## config.mk

```make
export PLATFORM = sky130hd
export DESIGN_NAME = switch_debouncer
export DESIGN_NICKNAME = d
export VERILOG_FILES = /design/src/rtl/switch_debouncer.sv
export SDC_FILE = /design/constraint.sdc
export NUM_CORES = 1
export LEC_CHECK = 0
export BUFFER_PORTS_ARGS = -buffer_cell sky130_fd_sc_hd__buf_2
export CAP_MARGIN = 20
export CORE_MARGIN = 2
export CORE_UTILIZATION = 44
export CTS_BUF_LIST = sky130_fd_sc_hd__clkbuf_4 sky130_fd_sc_hd__clkbuf_8
export CTS_CLUSTER_DIAMETER = 200
export DETAILED_ROUTE_END_ITERATION = 12
export GPL_ROUTABILITY_DRIVEN = 0
export PLACE_DENSITY = 0.72
export SKIP_CTS_REPAIR_TIMING = 1
export SLEW_MARGIN = 0
export SYNTH_ARGS = -nofsm -noshare
export SYNTH_HDL_FRONTEND = slang
export SYNTH_SLANG_ARGS = --single-unit
```

## constraint.sdc

```tcl
create_clock -name clk -period 1.4 [get_ports clk]
set_input_delay 0.21 -clock clk [delete_from_list [all_inputs] [get_ports clk]]
set_output_delay 0.21 -clock clk [all_outputs]
set_load 0.01 [all_outputs]
```

## src/rtl/switch_debouncer.sv

```systemverilog
// switch_debouncer
//   Synchronizes and debounces N_CH raw board switch inputs. Each channel has its
//   own 4-state FSM and stability counter; a level change is accepted only after
//   DEBOUNCE_CYCLES consecutive cycles of the new level at the synchronizer output.
//
// Ports
//   clk       sole clock, rising edge
//   rst_n     asynchronous active-low reset
//   sw_raw    raw asynchronous switch levels            [N_CH-1:0]
//   sw_clean  debounced registered levels                [N_CH-1:0]
//   rise      one-cycle strobe on sw_clean 0->1          [N_CH-1:0]
//   fall      one-cycle strobe on sw_clean 1->0          [N_CH-1:0]
//   changed   OR of rise|fall, same cycle
//
// Configuration
//   SWITCH_DEBOUNCER_SYNC3_EN  defined: 3-flop synchronizer (+1 cycle latency)
//                              undefined: 2-flop synchronizer
module switch_debouncer #(
  parameter int unsigned N_CH            = 4,
  parameter int unsigned DEBOUNCE_CYCLES = 16
) (
  input  logic            clk,
  input  logic            rst_n,
  input  logic [N_CH-1:0] sw_raw,
  output logic [N_CH-1:0] sw_clean,
  output logic [N_CH-1:0] rise,
  output logic [N_CH-1:0] fall,
  output logic            changed
);

  localparam int unsigned CntW = $clog2(DEBOUNCE_CYCLES);
  localparam logic [CntW-1:0] CntMax = CntW'(DEBOUNCE_CYCLES - 1);

  typedef enum logic [1:0] {
    StStableLo,
    StWaitHi,
    StStableHi,
    StWaitLo
  } state_e;

  // Synchronizer
  logic [N_CH-1:0] sync1_q, sync2_q;
  logic [N_CH-1:0] sample;

`ifdef SWITCH_DEBOUNCER_SYNC3_EN
  logic [N_CH-1:0] sync3_q;

  always_ff @(posedge clk or negedge rst_n) begin
    if (!rst_n) begin
      sync1_q <= '0;
      sync2_q <= '0;
      sync3_q <= '0;
    end else begin
      sync1_q <= sw_raw;
      sync2_q <= sync1_q;
      sync3_q <= sync2_q;
    end
  end

  assign sample = sync3_q;
`else
  always_ff @(posedge clk or negedge rst_n) begin
    if (!rst_n) begin
      sync1_q <= '0;
      sync2_q <= '0;
    end else begin
      sync1_q <= sw_raw;
      sync2_q <= sync1_q;
    end
  end

  assign sample = sync2_q;
`endif

  // Per-channel FSM and counter
  state_e          state_q [N_CH];
  state_e          state_d [N_CH];
  logic [CntW-1:0] cnt_q   [N_CH];
  logic [CntW-1:0] cnt_d   [N_CH];

  logic [N_CH-1:0] sw_clean_q, sw_clean_d;
  logic [N_CH-1:0] rise_q, rise_d;
  logic [N_CH-1:0] fall_q, fall_d;
  logic            changed_q, changed_d;

  // State register
  always_ff @(posedge clk or negedge rst_n) begin
    if (!rst_n) begin
      for (int i = 0; i < N_CH; i++) begin
        state_q[i] <= StStableLo;
        cnt_q[i]   <= '0;
      end
    end else begin
      for (int i = 0; i < N_CH; i++) begin
        state_q[i] <= state_d[i];
        cnt_q[i]   <= cnt_d[i];
      end
    end
  end

  // Next-state logic; count is cleared both on glitch rejection and on acceptance
  always_comb begin
    for (int i = 0; i < N_CH; i++) begin
      state_d[i] = state_q[i];
      cnt_d[i]   = cnt_q[i];
      unique case (state_q[i])
        StStableLo: begin
          cnt_d[i] = '0;
          if (sample[i]) begin
            state_d[i] = StWaitHi;
            cnt_d[i]   = CntW'(1);
          end
        end
        StWaitHi: begin
          if (!sample[i]) begin
            state_d[i] = StStableLo;
            cnt_d[i]   = '0;
          end else if (cnt_q[i] == CntMax) begin
            state_d[i] = StStableHi;
            cnt_d[i]   = '0;
          end else begin
            cnt_d[i] = cnt_q[i] + CntW'(1);
          end
        end
        StStableHi: begin
          cnt_d[i] = '0;
          if (!sample[i]) begin
            state_d[i] = StWaitLo;
            cnt_d[i]   = CntW'(1);
          end
        end
        StWaitLo: begin
          if (sample[i]) begin
            state_d[i] = StStableHi;
            cnt_d[i]   = '0;
          end else if (cnt_q[i] == CntMax) begin
            state_d[i] = StStableLo;
            cnt_d[i]   = '0;
          end else begin
            cnt_d[i] = cnt_q[i] + CntW'(1);
          end
        end
      endcase
    end
  end

  // Output logic: strobes fire on the acceptance transition and are registered
  // together with sw_clean so all of them change in the same cycle.
  always_comb begin
    sw_clean_d = sw_clean_q;
    rise_d     = '0;
    fall_d     = '0;
    for (int i = 0; i < N_CH; i++) begin
      if (state_q[i] == StWaitHi && sample[i] && cnt_q[i] == CntMax) begin
        sw_clean_d[i] = 1'b1;
        rise_d[i]     = 1'b1;
      end
      if (state_q[i] == StWaitLo && !sample[i] && cnt_q[i] == CntMax) begin
        sw_clean_d[i] = 1'b0;
        fall_d[i]     = 1'b1;
      end
    end
    changed_d = |(rise_d | fall_d);
  end

  always_ff @(posedge clk or negedge rst_n) begin
    if (!rst_n) begin
      sw_clean_q <= '0;
      rise_q     <= '0;
      fall_q     <= '0;
      changed_q  <= 1'b0;
    end else begin
      sw_clean_q <= sw_clean_d;
      rise_q     <= rise_d;
      fall_q     <= fall_d;
      changed_q  <= changed_d;
    end
  end

  assign sw_clean = sw_clean_q;
  assign rise     = rise_q;
  assign fall     = fall_q;
  assign changed  = changed_q;

endmodule

```

## Word-level counts from Yosys, hierarchy flattened

Index checks and enable logic that the tools add are counted.

- Add/sub/neg operators: 4
- Eq/ne operators: 32
- Multiplexer cells: 68
- Bitwise operators: 1
- Reductions and logical operators: 33

Operators by type and width:

| kind | number |
|---|---|
| $pmux W4 S4 | 4 |
| $mux W2 | 24 |
| $mux W4 | 12 |
| $pmux W2 S4 | 4 |
| $mux W1 | 24 |
| $add A4 B1 Y4 const B | 4 |
| $eq A2 B2 Y1 const B | 8 |
| $eq A4 B4 Y1 const B | 4 |
| $logic_and A1 B1 Y1 | 16 |
| $ne A2 B2 Y1 const B | 8 |
| $reduce_and A4 Y1 | 4 |
| $ne A3 B3 Y1 const B | 5 |
| $ne A3 B2 Y1 const B | 3 |
| $eq A2 B1 Y1 const B | 4 |
| $logic_not A2 Y1 | 4 |
| $reduce_bool A2 Y1 | 4 |
| $logic_not A1 Y1 | 4 |
| $or A4 B4 Y4 | 1 |
| $reduce_or A4 Y1 | 1 |

- Register bits after elaboration: 45
- Input port bits: 6
- Output and inout port bits: 13
- Logic and storage cells: 155

## Logic depth before layout (Yosys ltp)

- Depth after elaboration: 6
- Gate-level depth with buffers: 4
- Depth with buffers taken out: 4

## Worst setup path after synthesis

OpenSTA, ideal clock, no wires.

- Path type: flip-flop to flip-flop
- Start point: reg cnt_q[0] (netlist bit)
- End point: reg sw_clean_q[3] (netlist: sw_clean[3])
- Library setup time: 0.128 ns
- Data arrival time: 1.184 ns
- Data required time: 1.272 ns
- Setup slack: 0.088 ns
- Stages on the path, launching flop included: 5
- Buffers on the path: 0
- Clock period less this slack: 1.312 ns
- Cell sequence: dfrtp_1 -> ha_1 -> and4_1 -> and3_1 -> nand3b_1

- Longest elaborated chain between the ends: 3
- Elaborated cells on any way between the ends: 5
- Those cells by class: eq/ne (1); mux (1); reduce/logical (3)

Ends and longest elaborated chain:

| item | RTL line | RTL |
|---|---|---|
| from (decl) | 78 | `logic [CntW-1:0] cnt_q [N_CH];` |
| from (signal, indexed assignment) | 96 | `cnt_q[i] <= cnt_d[i];` |
| $eq A4 B4 Y1 (*) | 154, 158 |  |
| $logic_and A1 B1 Y1, on equally long branches | 158, 154 |  |
| $mux W1 or $reduce_bool A2 Y1 (tied branches) | -- |  |
| to (signal assigned) | 173 | `sw_clean_q <= sw_clean_d;` |
| to (decl) | 81 | `logic [N_CH-1:0] sw_clean_q, sw_clean_d;` |

Every way passes the cells marked *; elsewhere a longest branch is shown, timed or not.
A chain may end at the register's enable or synchronous reset.

## Worst setup path after layout

- Start point: reg cnt_q[12] (netlist bit)
- End point: reg sw_clean_q[0] (netlist: sw_clean[0])

Same word-level chain as after synthesis.

==> results by group <==
Run status
  – Status: finished, final reports clean

STA
  – RSZ-0062 raised after global routing: no
  – Crit share post-route: 95.5%
  – Worst-margin pin slew: 0.287 ns
  – Endpoints failing hold: 0
  – Relative slew margins: 80.8%
  – Number of pins exceeding their max-slew limit in the final report: 0
  – Minimum clock period after layout: 1.34 ns
  – Final Skew: 0.00726 ns
  – Smallest hold slack: 0.0228 ns
  – Highest Clock Rate: 748 MHz
  – Total Neg Setup Slack: 0 ns
  – Finish-stage setup viols: 0

Yosys
  – Synthesized area per cell: 12.8 sq um
  – Cell with the most instances after synthesis: dfrtp_1
  – EDFF count, synth: 0
  – Post-synthesis instance area: 0.00173 sq mm
  – Synthesis-stage register bit count: 45
  – Proportion of netlist area held by the largest area contributor: 65.0%
  – Post-synthesis cell type with the largest combined area: dfrtp_1
  – Warnings from Yosys: 0
  – Async SR Flop Fraction: 100%
  – Leading post-synthesis cells by cell area: dfrtp_1, nand2_1, ha_1
  – Portion of the post-synthesis area used by sequential elements: 65.0%
  – Commonest cells in the netlist: dfrtp_1, nand2_1, o21ai_0
  – Count of different cell masters after synthesis: 24
  – Prevailing post-synth register cell: dfrtp_1
  – Net count of the mapped netlist: 145
  – Post-synthesis instance total: 135

Clock network
  – Clock root buffer: clkbuf_8
  – Clk Latency, worst-skew pair: 0.29 ns
  – Clock tree from TritonCTS: done
  – CTS Buf Count: 5
  – Sink Count: 45
  – H-tree levels: 2
  – Number of buffers on the longest clock path: 2
  – Clock-pin slew on the worst setup and hold paths: 0.07 ns

Route
  – Length of the first detailed-routing pass in iterations: 4
  – Final Routed Wirelength: 2920 microns
  – Number of DRC violations after detailed routing: 0
  – DRT antenna net count: 0
  – Total number of vias: 1143
  – Routed WL per cell: 13.4 microns
  – Initial detailed-routing violation count: 31
  – Via-per-instance ratio: 5.27

Floorplanning
  – Total core area: 0.00372 sq mm
  – Die H: 66.7 microns
  – I/O pins: 19
  – Initial standard-cell utilization of the core: 46.6%
  – Die Area: 0.00445 sq mm
  – Die W: 66.7 microns
  – Row count: 22

Critical path
  – Crit-path slowest cell: dfrtp_1
  – Startpoint Class: register
  – Launching instance or port of the critical path: cnt_q[12]$_DFF_PN0_
  – Worst setup path end: sw_clean[0]$_DFFE_PN0P_
  – Largest stage delay on the critical path: 0.42 ns
  – CP cell instances: ha_1 > and4_1 > and3_1 > nand3b_1
  – Critical register-to-register path endpoint: sw_clean[0]$_DFFE_PN0P_
  – CP Data Arrival Time: 1.51 ns
  – Largest fanout on the critical path: 4
  – Register-to-register path setup slack: 0.06 ns
  – Req. time, crit path: 1.57 ns
  – Startpoint of the worst register-to-register path: cnt_q[12]$_DFF_PN0_
  – Number of cells on the worst reg-to-reg path: 4
  – Sort of element at the end of the critical path: register
  – Critical path class: reg -> reg

Power and ir drop
  – Power density of the placed cells: 1140 mW/mm^2
  – Leakage component of the power: 1.02 nW
  – Worst IR drop on VDD: 860 uV

GRT
  – Wire length of the first global-routing pass: 4810 microns
  – Via count of the first global-routing pass: 1109
  – Tot GR Track Use: 15.1%
  – Pin count of the biggest net entering global routing: 46
  – Initial antenna violation count: 0
  – Final global-route overflow total: 0

Final layout
  – Number of inserted diodes: 0
  – Post-layout util: 55.2%
  – Area used by sequential logic in the layout: 0.00113 sq mm
  – Synth-to-layout area growth: 18.5%
  – Fillers: 322
  – Combined area of the multi-input logic cells: 594 sq um
  – Final layout net count: 180
  – Fraction of final layout cells with drive strength greater than 1: 24.9%

Worst hold path
  – Min-delay worst type: in -> reg

Placement
  – Number of buffer cells added on primary ports: 18
  – Post-DP HPWL: 2060 microns

Job
  – Max cap viols: 0
critical path: cells and delay by family (launching register included):
| kind | cells | cell delay, ns |
|---|---|---|
| AND/OR/NAND/NOR | 3 | 0.59 |
| flip-flops | 1 | 0.42 |
| adder cells (fa/ha/maj) | 1 | 0.22 |
layout by cell type, fill, tap and decap left out, types with 4 or more instances in the layout:
cell and count:
o21ai_0 8, buf_4 7, clkbuf_8 5, xnor2_1 5, buf_2 18, nand2_1 14, and3_1 7, nand4_1 4
nor2_1 6, a21oi_1 5, dfrtp_1 45, inv_1 4
power by group:
| group | internal (mW) | switching, mW | leakage, nW |
|---|---|---|---|
| registers | 1.36 | 0.0543 | 0.592 |
| logic | 0.0994 | 0.112 | 0.391 |
| clock network | 0.328 | 0.377 | 0.0399 |
| total | 1.79 | 0.543 | 1.02 |
sequential cells by signal, summed over array words and instances, names as in the netlist, named ones only:
name,cells
state_q,4
sw_clean,4
rise,4
sync1_q,4
sample,4
cnt_q,16
changed,1
fall,4
how the worst min path moves through the flow:
stage                     slack, ns              endpoint      start  cells after the start
final                          0.02  sync1_q[3]$_DFF_PN0_  sw_raw[3]                      1
after global routing          0.007  sync1_q[1]$_DFF_PN0_  sw_raw[1]                      1
after CTS                     -0.11    cnt_q[6]$_DFF_PN0_      rst_n                      2
after detailed placement       0.20    cnt_q[6]$_DFF_PN0_      rst_n                      2
after global placement         0.20     fall[0]$_DFF_PN0_      rst_n                      2
after floorplan               -0.09             async pin      rst_n                      0
area by class of cell:
class | instances | area share [%]
clock buffer | 5 | 3.35
clock inverter | 1 | 0.244
inverter | 4 | 0.732
multi-input combinational | 86 | 29.0
sequential | 45 | 54.9
tap | 48 | 2.93
timing repair buffer | 28 | 8.90
cells by family (layout without fill, tap and decap cells):
| group | Yosys count | in the layout | synth area share (%) |
|---|---|---|---|
| DFF | 45 | 45 | 65.0 |
| adders and majority gates | 4 | 4 | 2.89 |
| xor gates and xnor gates | 9 | 9 | 4.99 |
| and+or+nand+nor | 46 | 46 | 14.7 |
| buffers and inverters | 4 | 38 | 0.867 |
| AOI/OAI and AO/OA | 27 | 27 | 11.6 |
per-layer routing:
metal | track usage [%] | vias up | part of all wire [%]
met5 | 0 | - | 0
met4 | 6.12 | 0 | 1.8
met3 | 6.08 | 6 | 4.1
met2 | 25.8 | 18 | 51
met1 | 16.7 | 571 | 43
li1 | - | 548 | -
per-stage QoR:
stage | power [mW] | std cells | cell area [sq um] | worst slack, ns
CTS | 2.36 | 212 | 2010 | 0.0396
finish | 2.33 | 217 | 2050 | 0.0623
global placement | 1.63 | 206 | 1930 | 0.106
floorplan | 1.54 | 135 | 1730 | 0.0882
detailed placement | 1.64 | 206 | 1930 | 0.0466
global route | 2.47 | 217 | 2050 | 0.000887
No activity file was read; power rests on OpenSTA's default activity.
